**src/rtl/pkg_condicionador.sv**
```systemverilog
// pkg_condicionador: shared FSM state type, default timing constants and counter sizing for the button conditioner.
package pkg_condicionador;

    typedef enum logic [1:0] {
        SOLTO          = 2'b00,
        CONFIRMA_PRESS = 2'b01,
        PRESSIONADO    = 2'b10,
        CONFIRMA_SOLTO = 2'b11
    } estado_t;

    localparam int DEB_CYCLES_DEF    = 1000000;
    localparam int REPEAT_CYCLES_DEF = 25000000;

    function automatic int cnt_width(input int deb, input int rep);
        int m;
        m = (deb > rep) ? deb : rep;
        return (m < 2) ? 1 : $clog2(m);
    endfunction

    localparam int CNT_W_DEF = cnt_width(DEB_CYCLES_DEF, REPEAT_CYCLES_DEF);

endpackage

```
**src/rtl/modulo_debounce_canal.sv**
```systemverilog
// modulo_debounce_canal: one button channel (sync, debounce FSM, pulse).
// Auto-repeat while held is built only when CONDICIONADOR_REPEAT_EN is defined.
module modulo_debounce_canal
    import pkg_condicionador::*;
#(
    parameter int DEB_CYCLES    = DEB_CYCLES_DEF,
    parameter int REPEAT_CYCLES = REPEAT_CYCLES_DEF
) (
    input  logic clk,
    input  logic Nclr,
    input  logic Nkey,
    output logic level,
    output logic pulse
);

    localparam int CW = cnt_width(DEB_CYCLES, REPEAT_CYCLES);
    localparam logic [CW-1:0] DEB_LAST = CW'(DEB_CYCLES - 1);
    localparam logic [CW-1:0] CNT_MAX  = '1;

    logic [1:0]    sync_ff;
    logic          key;
    estado_t       state, state_nxt;
    logic [CW-1:0] cnt, cnt_inc;
    logic          pulse_q, press_ok, rep_hit, counting;

    always_ff @(posedge clk or negedge Nclr)
        if (!Nclr) sync_ff <= '0;
        else       sync_ff <= {sync_ff[0], ~Nkey};

    assign key = sync_ff[1];

    always_ff @(posedge clk or negedge Nclr)
        if (!Nclr) state <= SOLTO;
        else       state <= state_nxt;

    always_comb begin
        state_nxt = state;
        case (state)
            SOLTO:          state_nxt = key ? CONFIRMA_PRESS : SOLTO;
            CONFIRMA_PRESS: state_nxt = !key ? SOLTO : (cnt == DEB_LAST ? PRESSIONADO : CONFIRMA_PRESS);
            PRESSIONADO:    state_nxt = key ? PRESSIONADO : CONFIRMA_SOLTO;
            CONFIRMA_SOLTO: state_nxt = key ? PRESSIONADO : (cnt == DEB_LAST ? SOLTO : CONFIRMA_SOLTO);
            default:        state_nxt = SOLTO;
        endcase
    end

    assign cnt_inc  = (cnt == CNT_MAX) ? cnt : cnt + CW'(1);
    assign press_ok = (state == CONFIRMA_PRESS) && (state_nxt == PRESSIONADO);

`ifdef CONDICIONADOR_REPEAT_EN
    localparam logic [CW-1:0] REP_LAST = CW'(REPEAT_CYCLES - 1);
    // In PRESSIONADO the same counter times the repeat period
    assign counting = (state != SOLTO);
    assign rep_hit  = (state == PRESSIONADO) && (state_nxt == PRESSIONADO) && (cnt == REP_LAST);
`else
    assign counting = (state == CONFIRMA_PRESS) || (state == CONFIRMA_SOLTO);
    assign rep_hit  = 1'b0;
`endif

    always_ff @(posedge clk or negedge Nclr)
        if (!Nclr) begin
            cnt     <= '0;
            pulse_q <= 1'b0;
        end else begin
            cnt     <= (state != state_nxt || rep_hit || !counting) ? '0 : cnt_inc;
            pulse_q <= press_ok | rep_hit;
        end

    always_comb begin
        level = (state == PRESSIONADO) || (state == CONFIRMA_SOLTO);
        pulse = pulse_q;
    end

endmodule

```
**src/rtl/modulo_condicionador_botoes.sv**
```systemverilog
// modulo_condicionador_botoes: two independent debounced pushbutton channels (cork entry, load confirm).
// Define CONDICIONADOR_REPEAT_EN to get auto-repeat pulses while a button is held.
module modulo_condicionador_botoes
    import pkg_condicionador::*;
#(
    parameter int DEB_CYCLES    = DEB_CYCLES_DEF,
    parameter int REPEAT_CYCLES = REPEAT_CYCLES_DEF
) (
    input  logic clk,
    input  logic Nclr,
    input  logic Nkey_c,
    input  logic Nkey_op,
    output logic op_c_deboucing,
    output logic op_deboucing,
    output logic op_c_pulso,
    output logic op_pulso
);

    modulo_debounce_canal #(
        .DEB_CYCLES   (DEB_CYCLES),
        .REPEAT_CYCLES(REPEAT_CYCLES)
    ) u_canal_c (
        .clk  (clk),
        .Nclr (Nclr),
        .Nkey (Nkey_c),
        .level(op_c_deboucing),
        .pulse(op_c_pulso)
    );

    modulo_debounce_canal #(
        .DEB_CYCLES   (DEB_CYCLES),
        .REPEAT_CYCLES(REPEAT_CYCLES)
    ) u_canal_op (
        .clk  (clk),
        .Nclr (Nclr),
        .Nkey (Nkey_op),
        .level(op_deboucing),
        .pulse(op_pulso)
    );

endmodule

```
**config.mk**
```make
export PLATFORM = sky130hd
export DESIGN_NAME = modulo_condicionador_botoes
export DESIGN_NICKNAME = d
export VERILOG_FILES = /design/src/rtl/pkg_condicionador.sv /design/src/rtl/modulo_debounce_canal.sv /design/src/rtl/modulo_condicionador_botoes.sv
export SDC_FILE = /design/constraint.sdc
export NUM_CORES = 1
export LEC_CHECK = 0
export ABC_AREA = 1
export ABC_CLOCK_PERIOD_IN_PS = 2000
export BUFFER_PORTS_ARGS = -buffer_cell sky130_fd_sc_hd__buf_4
export CORE_UTILIZATION = 63
export CTS_CLUSTER_DIAMETER = 60
export DETAILED_ROUTE_END_ITERATION = 12
export PLACE_DENSITY = 0.8
export SLEW_MARGIN = 10
export SYNTH_ARGS = -nofsm -noshare
export SYNTH_HDL_FRONTEND = slang
export SYNTH_HIERARCHICAL = 1
export SYNTH_SLANG_ARGS = --single-unit
```
**constraint.sdc**
```tcl
create_clock -name clk -period 2 [get_ports clk]
set_input_delay 0.3 -clock clk [delete_from_list [all_inputs] [get_ports clk]]
set_output_delay 0.3 -clock clk [all_outputs]
set_load 0.005 [all_outputs]
```
==> impl_metrics.ini, run 1 <==
[outcome]
outcome = finished, final reports clean

[yosys]
syn_area_per_cell_um2 = 7.700
synth_area_leaders = dfrtp_1 39%, nand2_1 14%, a21oi_2 9.2%, nor2_1 8.9%, inv_1 4.8%
ys_types = 26
ys.flop_type = dfrtp_1
syn_area_um2 = 3804
synth_edf_count = 0
synth_seq_cells = 60
async_flop_share = 1.000
yosysTopAreaCellShare = 0.3947
synthesis.nets = 500
ys_seq_area_frac = 0.3947
synth_area_leader_cell = dfrtp_1
yosysWarnings = 6
syn_inst = 494

[power]
leakage_nw = 1.687
pwr_density_cell_nw_per_um2 = 584.7
ir_worst_vdd_mv = 0.5447

[timing]
fin_tns_setup_ps = 0
timing.hold.ws_ps = 17.69
setup_viol = 0
hold_viol = 0
slew_viol_final = 0
period_share = 0.9200
max-slew-margin-rel = 0.5022
max_freq_mhz = 543.5
finalCriticalPeriod_ps = 1840
fin_skew_ps = 8.231
worst_pin_slew_ps = 746.7
rsz0062_at_grt = false

[grt]
grt_pass1_wl_mm = 14.97
grt_max_degree = 61
antenna_found_initial = 0
grt_pass1_vias = 3127
grt_usage = 0.3117
grt-ovfl-total = 0

[final_layout]
drive_above_1_share = 0.1938
layout_common_cells = 137 x nand2_1, 90 x nor2_1, 60 x dfrtp_1, 49 x inv_1, 40 x a21oi_2
diodes = 0
area.growth.synth_to_final_pct = 9.178
nNetsFinal = 517
final_common_cell = nand2_1

[floorplan]
die_x_um = 79.70
dieArea_um2 = 6352
row_count = 27
die_h_um = 79.70
num_io_pins = 8
start_util = 0.6702
coreArea_um2 = 5675

[clock_network]
cts-root-buf = clkbuf_8
insertion_delay_ps = 340
cts_tree = yes
cts_setup_buffers = 0
h-tree-depth = 3
clk_pin_slew_ps = 80
cts_made_buffers = 9
cts_hold_buf = 0
clock-sinks = 60
clk_path_buf_depth = 2
cts_resized = 0

[setup_path]
crit_arrival_ps = 2100
critPathLaunchType = register
critPathMaxFanout = 16
crit_required_ps = 2260
crit_type = reg2reg
end_kind = register

[detailed_routing]
firstDrtPassIters = 5
route.detailed.drc = 0
viasPerCell = 5.488
wl_mm = 8.645
drtIter0Drc = 275
wl_per_cell_um = 14.70
ant_nets = 0
via_count = 3227

[job]
drv_cap = 0

[place]
hpwl_mm = 6.347
globalplace.congestion = 1.005
io_buffers = 7

[worst_hold_path]
hp-class = in2async
-- registers in the layout, summed over array words and instances, names as in the netlist --
| name | cells |
|---|---|
| u_canal_op/state | 2 |
| u_canal_op/sync_ff | 2 |
| u_canal_c/cnt | 25 |
| u_canal_op/pulse | 1 |
| u_canal_c/pulse | 1 |
| u_canal_op/cnt | 25 |
| u_canal_c/sync_ff | 2 |
| u_canal_c/state | 2 |
-- path summary, 6_finish.rpt --
kind                                       startpoint                     to  depth (start not counted)  slack [ps]
worst max-delay path                 u_canal_c/cnt[1]      u_canal_c/cnt[22]                          7         160
worst min-delay path                             Nclr     u_canal_op/cnt[13]                          1          20
worst max register to register       u_canal_c/cnt[1]      u_canal_c/cnt[22]                          7         160
worst min register to register  u_canal_op/sync_ff[0]  u_canal_op/sync_ff[1]                          0         350
max in group asynchronous                        Nclr     u_canal_c/state[1]                          1        1490
min in group clk                              Nkey_op  u_canal_op/sync_ff[0]                          2          90
-- synth_stat cells, types with 3 or more instances --
cell type	n
nand2_2	5
nand2_4	3
inv_1	49
xnor2_1	20
nand3_4	3
nor4_1	3
dfrtp_1	60
a21oi_2	40
nor2_2	6
nor2_4	6
nand2_1	137
nand4_1	5
a21oi_1	5
nor2_1	90
buf_6	8
xor2_1	12
nand3_1	30
-- worst max-delay path, cell delays in order, from the launching register on --
cell and delay, ps:
dfrtp_1 410, ha_1 290, nand3_4 160, nor2_1 60, nand3_1 170, nand3_2 280
buf_12 260, a21oi_1 130
-- logic make-up (layout without fill, tap and decap cells) --
| group | after synthesis | after routing | share of synthesized area |
|---|---|---|---|
| AO/OA/AOI/OAI | 46 | 46 | 0.1000 |
| XOR/XNOR | 32 | 32 | 0.07368 |
| adder cells (fa/ha/maj) | 2 | 2 | 0.006578 |
| buffers and inverters | 61 | 83 | 0.07632 |
| flip-flops | 60 | 60 | 0.3947 |
| AND/OR/NAND/NOR | 293 | 293 | 0.3487 |
-- through the flow --
| step | power, mW | instances | area [um^2] | utilization | setup WS [ps] |
|---|---|---|---|---|---|
| floorplan | 1.303 | 494 | 3804 | - | 449.7 |
| global placement | 1.345 | 572 | 3954 | 0.6966 | 289.3 |
| detailed placement | 1.349 | 572 | 3954 | 0.6966 | 228.5 |
| CTS | 2.452 | 588 | 4153 | 0.7317 | 183.4 |
| global route | 2.519 | 588 | 4153 | 0.7317 | 14.93 |
| finish | 2.428 | 588 | 4153 | 0.7317 | 160.0 |
-- report_power, final --
group / internal [mW] / leakage (nW) / switching (mW)
combinational: 0.0253 / 0.772 / 0.0679
sequential: 1.22 / 0.823 / 0.00843
clock: 0.581 / 0.0923 / 0.524
total: 1.83 / 1.69 / 0.600
-- per-layer routing --
metal,vias up,routed length [um],GRT usage
met5,-,0,0
met3,12,519,0.07086
met2,103,3906,0.4675
met1,1540,4129,0.4479
met4,0,91,0.09273
li1,1572,-,-
-- layout make-up --
| cell class | count | area (um^2) |
|---|---|---|
| multi-input combinational | 373 | 2012 |
| clock buffer | 9 | 123.9 |
| timing repair buffer | 16 | 157.7 |
| fill | 452 | 1523 |
| sequential | 60 | 1501 |
| inverter | 51 | 192.7 |
| clock inverter | 7 | 75.07 |
| tap | 72 | 90.09 |
Power figures use the tool's default switching activity.
==> run 2, diff against run 1 <==
ABC_CLOCK_PERIOD_IN_PS = 1900   (was 2000)
clock period = 1.9 ns   (was 2 ns; I/O delays follow)
==> impl_metrics.ini, run 2 (synthesized netlist as in run 1, its figures left out) <==
[outcome]
outcome = finished, final reports clean

[setup_path]
cp_cell_sequence = ha_1 > buf_4 > nand3_1 > nor2_1 > nand3_1 > xor2_1 > a21oi_2
critPathMaxFanout = 4
critPathLaunchType = register
crit_slowest_cell = dfrtp_1
crit_arrival_ps = 2010
worstPathBufferInverterCount = 1
crit_required_ps = 2120
critPathMaxStageDelay_ps = 400
crit_type = reg2reg
cp_top_family = simple AND/OR/NAND/NOR gates
cpMostUsedCell = nand3_1
end_kind = register

[place]
post-place-ws_ps = 163.3
globalplace.congestion = 0.9503
hpwl_mm = 6.314
postPlaceCellArea_um2 = 3949
placed_cells = 573
io_buffers = 7

[grt]
grt-ovfl-total = 0
grt_max_degree = 61
antenna_found_initial = 0
grt_pass1_vias = 3057
grt_pass1_wl_mm = 14.66
grt_usage = 0.3079

[power]
p_int_mw = 2.157
seq_power_share = 0.474
pwr_density_cell_nw_per_um2 = 654.3
p_sw_uw = 580.7
leakage_nw = 1.716
clkPwrFrac = 0.490
ir_worst_vdd_mv = 0.7993
p_sw_frac = 0.2121
comb_power_share = 0.036
fin_total_pwr_mw = 2.737

[clock_network]
cts_made_buffers = 9
cts_setup_buffers = 0
cts_tree = yes
clk_pin_slew_ps = 70
h-tree-depth = 3
cts-root-buf = clkbuf_8
cts_hold_buf = 0
insertion_delay_ps = 340
clk_path_buf_depth = 2
cts_resized = 0
clock-sinks = 60

[final_layout]
diodes = 0
final_common_cell = nand2_1
drive_above_1_share = 0.1954
utilization = 0.7372
layoutNonFillerInstCount = 589
area.growth.synth_to_final_pct = 10.00
finalInstanceArea_um2 = 4184
layout_common_cells = 137 x nand2_1, 90 x nor2_1, 60 x dfrtp_1, 49 x inv_1, 40 x a21oi_2
nNetsFinal = 518
fill_cells = 428
top_regs = u_canal_c/cnt (25), u_canal_op/cnt (25)

[timing]
fin_tns_setup_ps = 0
slew_viol_final = 0
layout_setup_ws_ps = 108.5
max-slew-margin-rel = 0.5166
worst_pin_slew_ps = 725.1
rsz0062_at_grt = false
max_freq_mhz = 558.2
hold_viol = 0
period_share = 0.9429
setup_viol = 0
finalCriticalPeriod_ps = 1791
timing.hold.ws_ps = 2.575
fin_skew_ps = 13.04

[worst_hold_path]
hp-class = in2async

[detailed_routing]
route.detailed.drc = 0
ant_nets = 0
via_count = 3211
wl_mm = 8.557
viasPerCell = 5.452
wl_per_cell_um = 14.53
firstDrtPassIters = 6
drtIter0Drc = 350

[floorplan]
num_io_pins = 8
die_h_um = 79.70
die_x_um = 79.70
start_util = 0.6702
coreArea_um2 = 5675
dieArea_um2 = 6352
row_count = 27

[job]
drv_cap = 0
-- run 2: cell types whose count changed in the layout (fill, tap and decap cells not counted), sizes merged --
cell,before,now
bufinv,1,2
clkinv,2,3
clkinvlp,3,0
clkbuf,9,12
buf,16,17
inv,52,50
-- run 2: worst reg2reg max path, cell delays in order (launching register included) --
cell     delay (ps)
dfrtp_1         400
ha_1            220
buf_4           150
nand3_1         130
nor2_1          310
nand3_1         170
xor2_1          230
a21oi_2          70
-- run 2: routing by layer --
layer	vias up	routed length [um]	part of all wire	GRT usage
met3	16	756	0.088	0.05943
li1	1574	-	-	-
met4	0	102	0.012	0.08545
met5	-	0	0	0
met2	142	3658	0.43	0.4419
met1	1479	4039	0.47	0.4694
-- run 2: worst paths after layout --
kind,start,endpoint,slack (ps),depth (start not counted)
setup / recovery,u_canal_op/cnt[1],u_canal_op/cnt[14],110,7
hold / removal,Nclr,u_canal_op/cnt[14],3,1
setup reg to reg,u_canal_op/cnt[1],u_canal_op/cnt[14],110,7
hold reg to reg,u_canal_c/sync_ff[0],u_canal_c/sync_ff[1],350,0
max in group asynchronous,Nclr,u_canal_op/state[0],1410,1
min in group clk,Nkey_c,u_canal_c/sync_ff[0],80,2
-- run 2: final cells by class --
cell class / count / area [um^2] / share of cell area
flip-flops and latches: 60 / 1501 / 0.3589
repair buffers: 17 / 152.6 / 0.03648
multi-input cells: 373 / 2012 / 0.4809
inverters: 51 / 192.7 / 0.04605
clock inverters: 4 / 70.07 / 0.01675
clock buffers: 12 / 165.2 / 0.03947
well taps: 72 / 90.09 / 0.02153
-- run 2: power by group through the flow --
stage / logic (mW) / registers [mW] / clock network, mW
floorplan: 0.0519 / 1.32 / 0
global placement: 0.0970 / 1.32 / 0
detailed placement: 0.0998 / 1.32 / 0
CTS: 0.101 / 1.30 / 1.36
global route: 0.111 / 1.30 / 1.42
finish: 0.0985 / 1.30 / 1.34
==> run 3, diff against run 2 <==
MAX_ROUTING_LAYER = met4   (was unset)
==> impl_metrics.ini, run 3 (synthesized netlist as in run 1, its figures left out) <==
[place]
postPlaceCellArea_um2 = 3954
post-place-ws_ps = 239.5
hpwl_mm = 6.383
io_buffers = 7
globalplace.congestion = 0.9672
placed_cells = 572

[final_layout]
top_regs = u_canal_c/cnt (25), u_canal_op/cnt (25)
drive_above_1_share = 0.1919
fill_cells = 448
layoutNonFillerInstCount = 588
layout_common_cells = 137 x nand2_1, 90 x nor2_1, 60 x dfrtp_1, 49 x inv_1, 40 x a21oi_2
utilization = 0.7264
diodes = 0
area.growth.synth_to_final_pct = 8.388
finalInstanceArea_um2 = 4123
nNetsFinal = 517
final_common_cell = nand2_1

[timing]
slew_viol_final = 0
timing.hold.ws_ps = 5.706
rsz0062_at_grt = false
hold_viol = 0
max_freq_mhz = 591.3
fin_tns_setup_ps = 0
worst_pin_slew_ps = 746.1
max-slew-margin-rel = 0.5026
fin_skew_ps = 5.463
finalCriticalPeriod_ps = 1691
setup_viol = 0
period_share = 0.8901
layout_setup_ws_ps = 208.8

[grt]
grt_usage = 0.3205
use_met1 = 0.4581
antenna_found_initial = 0
grt-ovfl-total = 0
grt_pass1_vias = 3097
grt_use_met2 = 0.4427
busiest_layer = met1
grt_max_degree = 61
grt_pass1_wl_mm = 14.70
use_met3 = 0.07886

[setup_path]
reg2reg_to = u_canal_op/cnt[22]
critPathLaunchType = register
end_kind = register
r2r_cells = 8
critPathMaxFanout = 15
timing.rr.start = u_canal_op/cnt[1]
crit_slowest_cell = dfrtp_1
cp_cell_sequence = ha_1 > inv_2 > nor2_8 > nand2_4 > nor2_4 > nand3_4 > buf_12 > a21oi_1
crit_type = reg2reg
crit_required_ps = 2170
cp_top_family = simple AND/OR/NAND/NOR gates
crit_arrival_ps = 1960
r2r_slack_ps = 210
critPathMaxStageDelay_ps = 380
worstPathBufferInverterCount = 2

[clock_network]
insertion_delay_ps = 340
clk_path_buf_depth = 2
h-tree-depth = 3
cts_made_buffers = 9
cts_setup_buffers = 0
cts_tree = yes
cts_hold_buf = 0
clock-sinks = 60
clk_pin_slew_ps = 70
cts-root-buf = clkbuf_8
cts_resized = 0

[detailed_routing]
wl_mm = 8.468
firstDrtPassIters = 4
route.detailed.drc = 0
viasPerCell = 5.391
ant_nets = 0
via_count = 3170
drtIter0Drc = 383
wl_per_cell_um = 14.40

[power]
fin_total_pwr_mw = 2.384
leakage_nw = 1.683
ir_worst_vdd_mv = 0.5329
pwr_density_cell_nw_per_um2 = 578.3

[floorplan]
die_x_um = 79.70
coreArea_um2 = 5675
die_h_um = 79.70
dieArea_um2 = 6352
start_util = 0.6702
num_io_pins = 8
row_count = 27

[job]
drv_cap = 0

[worst_hold_path]
hp-class = in2async

[outcome]
outcome = finished, final reports clean
==> run 3: changes by cell type in the layout (fill, tap and decap cells not counted) <==
| cell | change |
|---|---|
| clkinvlp_4 | +1 |
| bufinv_16 | -2 |
| clkbuf_8 | -2 |
| clkinv_2 | +2 |
| buf_12 | +1 |
| buf_4 | -2 |
| clkbuf_1 | +1 |
==> run 3: power by group <==
group          internal [mW]  total [mW]  switching (mW)
clock network          0.499       0.990           0.491
registers               1.29        1.30         0.00835
logic                 0.0271      0.0977          0.0706
==> run 3: worst max path at each step <==
stage | depth (start not counted) | to | from | slack, ps
after floorplan | 9 | u_canal_op/cnt[24] | u_canal_op/cnt[0] | 350
after global placement | 8 | u_canal_op/cnt[22] | u_canal_op/cnt[1] | 260
after detailed placement | 8 | u_canal_op/cnt[22] | u_canal_op/cnt[1] | 240
after CTS | 8 | u_canal_op/cnt[22] | u_canal_op/cnt[1] | 200
after global routing | 9 | u_canal_op/cnt[9] | u_canal_op/cnt[1] | 100
final | 8 | u_canal_op/cnt[22] | u_canal_op/cnt[1] | 210
==> run 3: metal layers <==
layer / routed length [um] / vias to the layer above
met4: 123 / 0
met1: 4177 / 1464
li1: - / 1577
met5: 0 / -
met2: 3504 / 115
met3: 663 / 14
==> run 3: final cells by class <==
class / instances / area, um^2 / share of cell area
clock buffer: 11 / 141.4 / 0.03429
sequential: 60 / 1501 / 0.3642
timing repair buffer: 16 / 157.7 / 0.03824
inverter: 51 / 192.7 / 0.04674
clock inverter: 5 / 27.53 / 0.006677
tap: 72 / 90.09 / 0.02185
multi-input combinational: 373 / 2012 / 0.4880
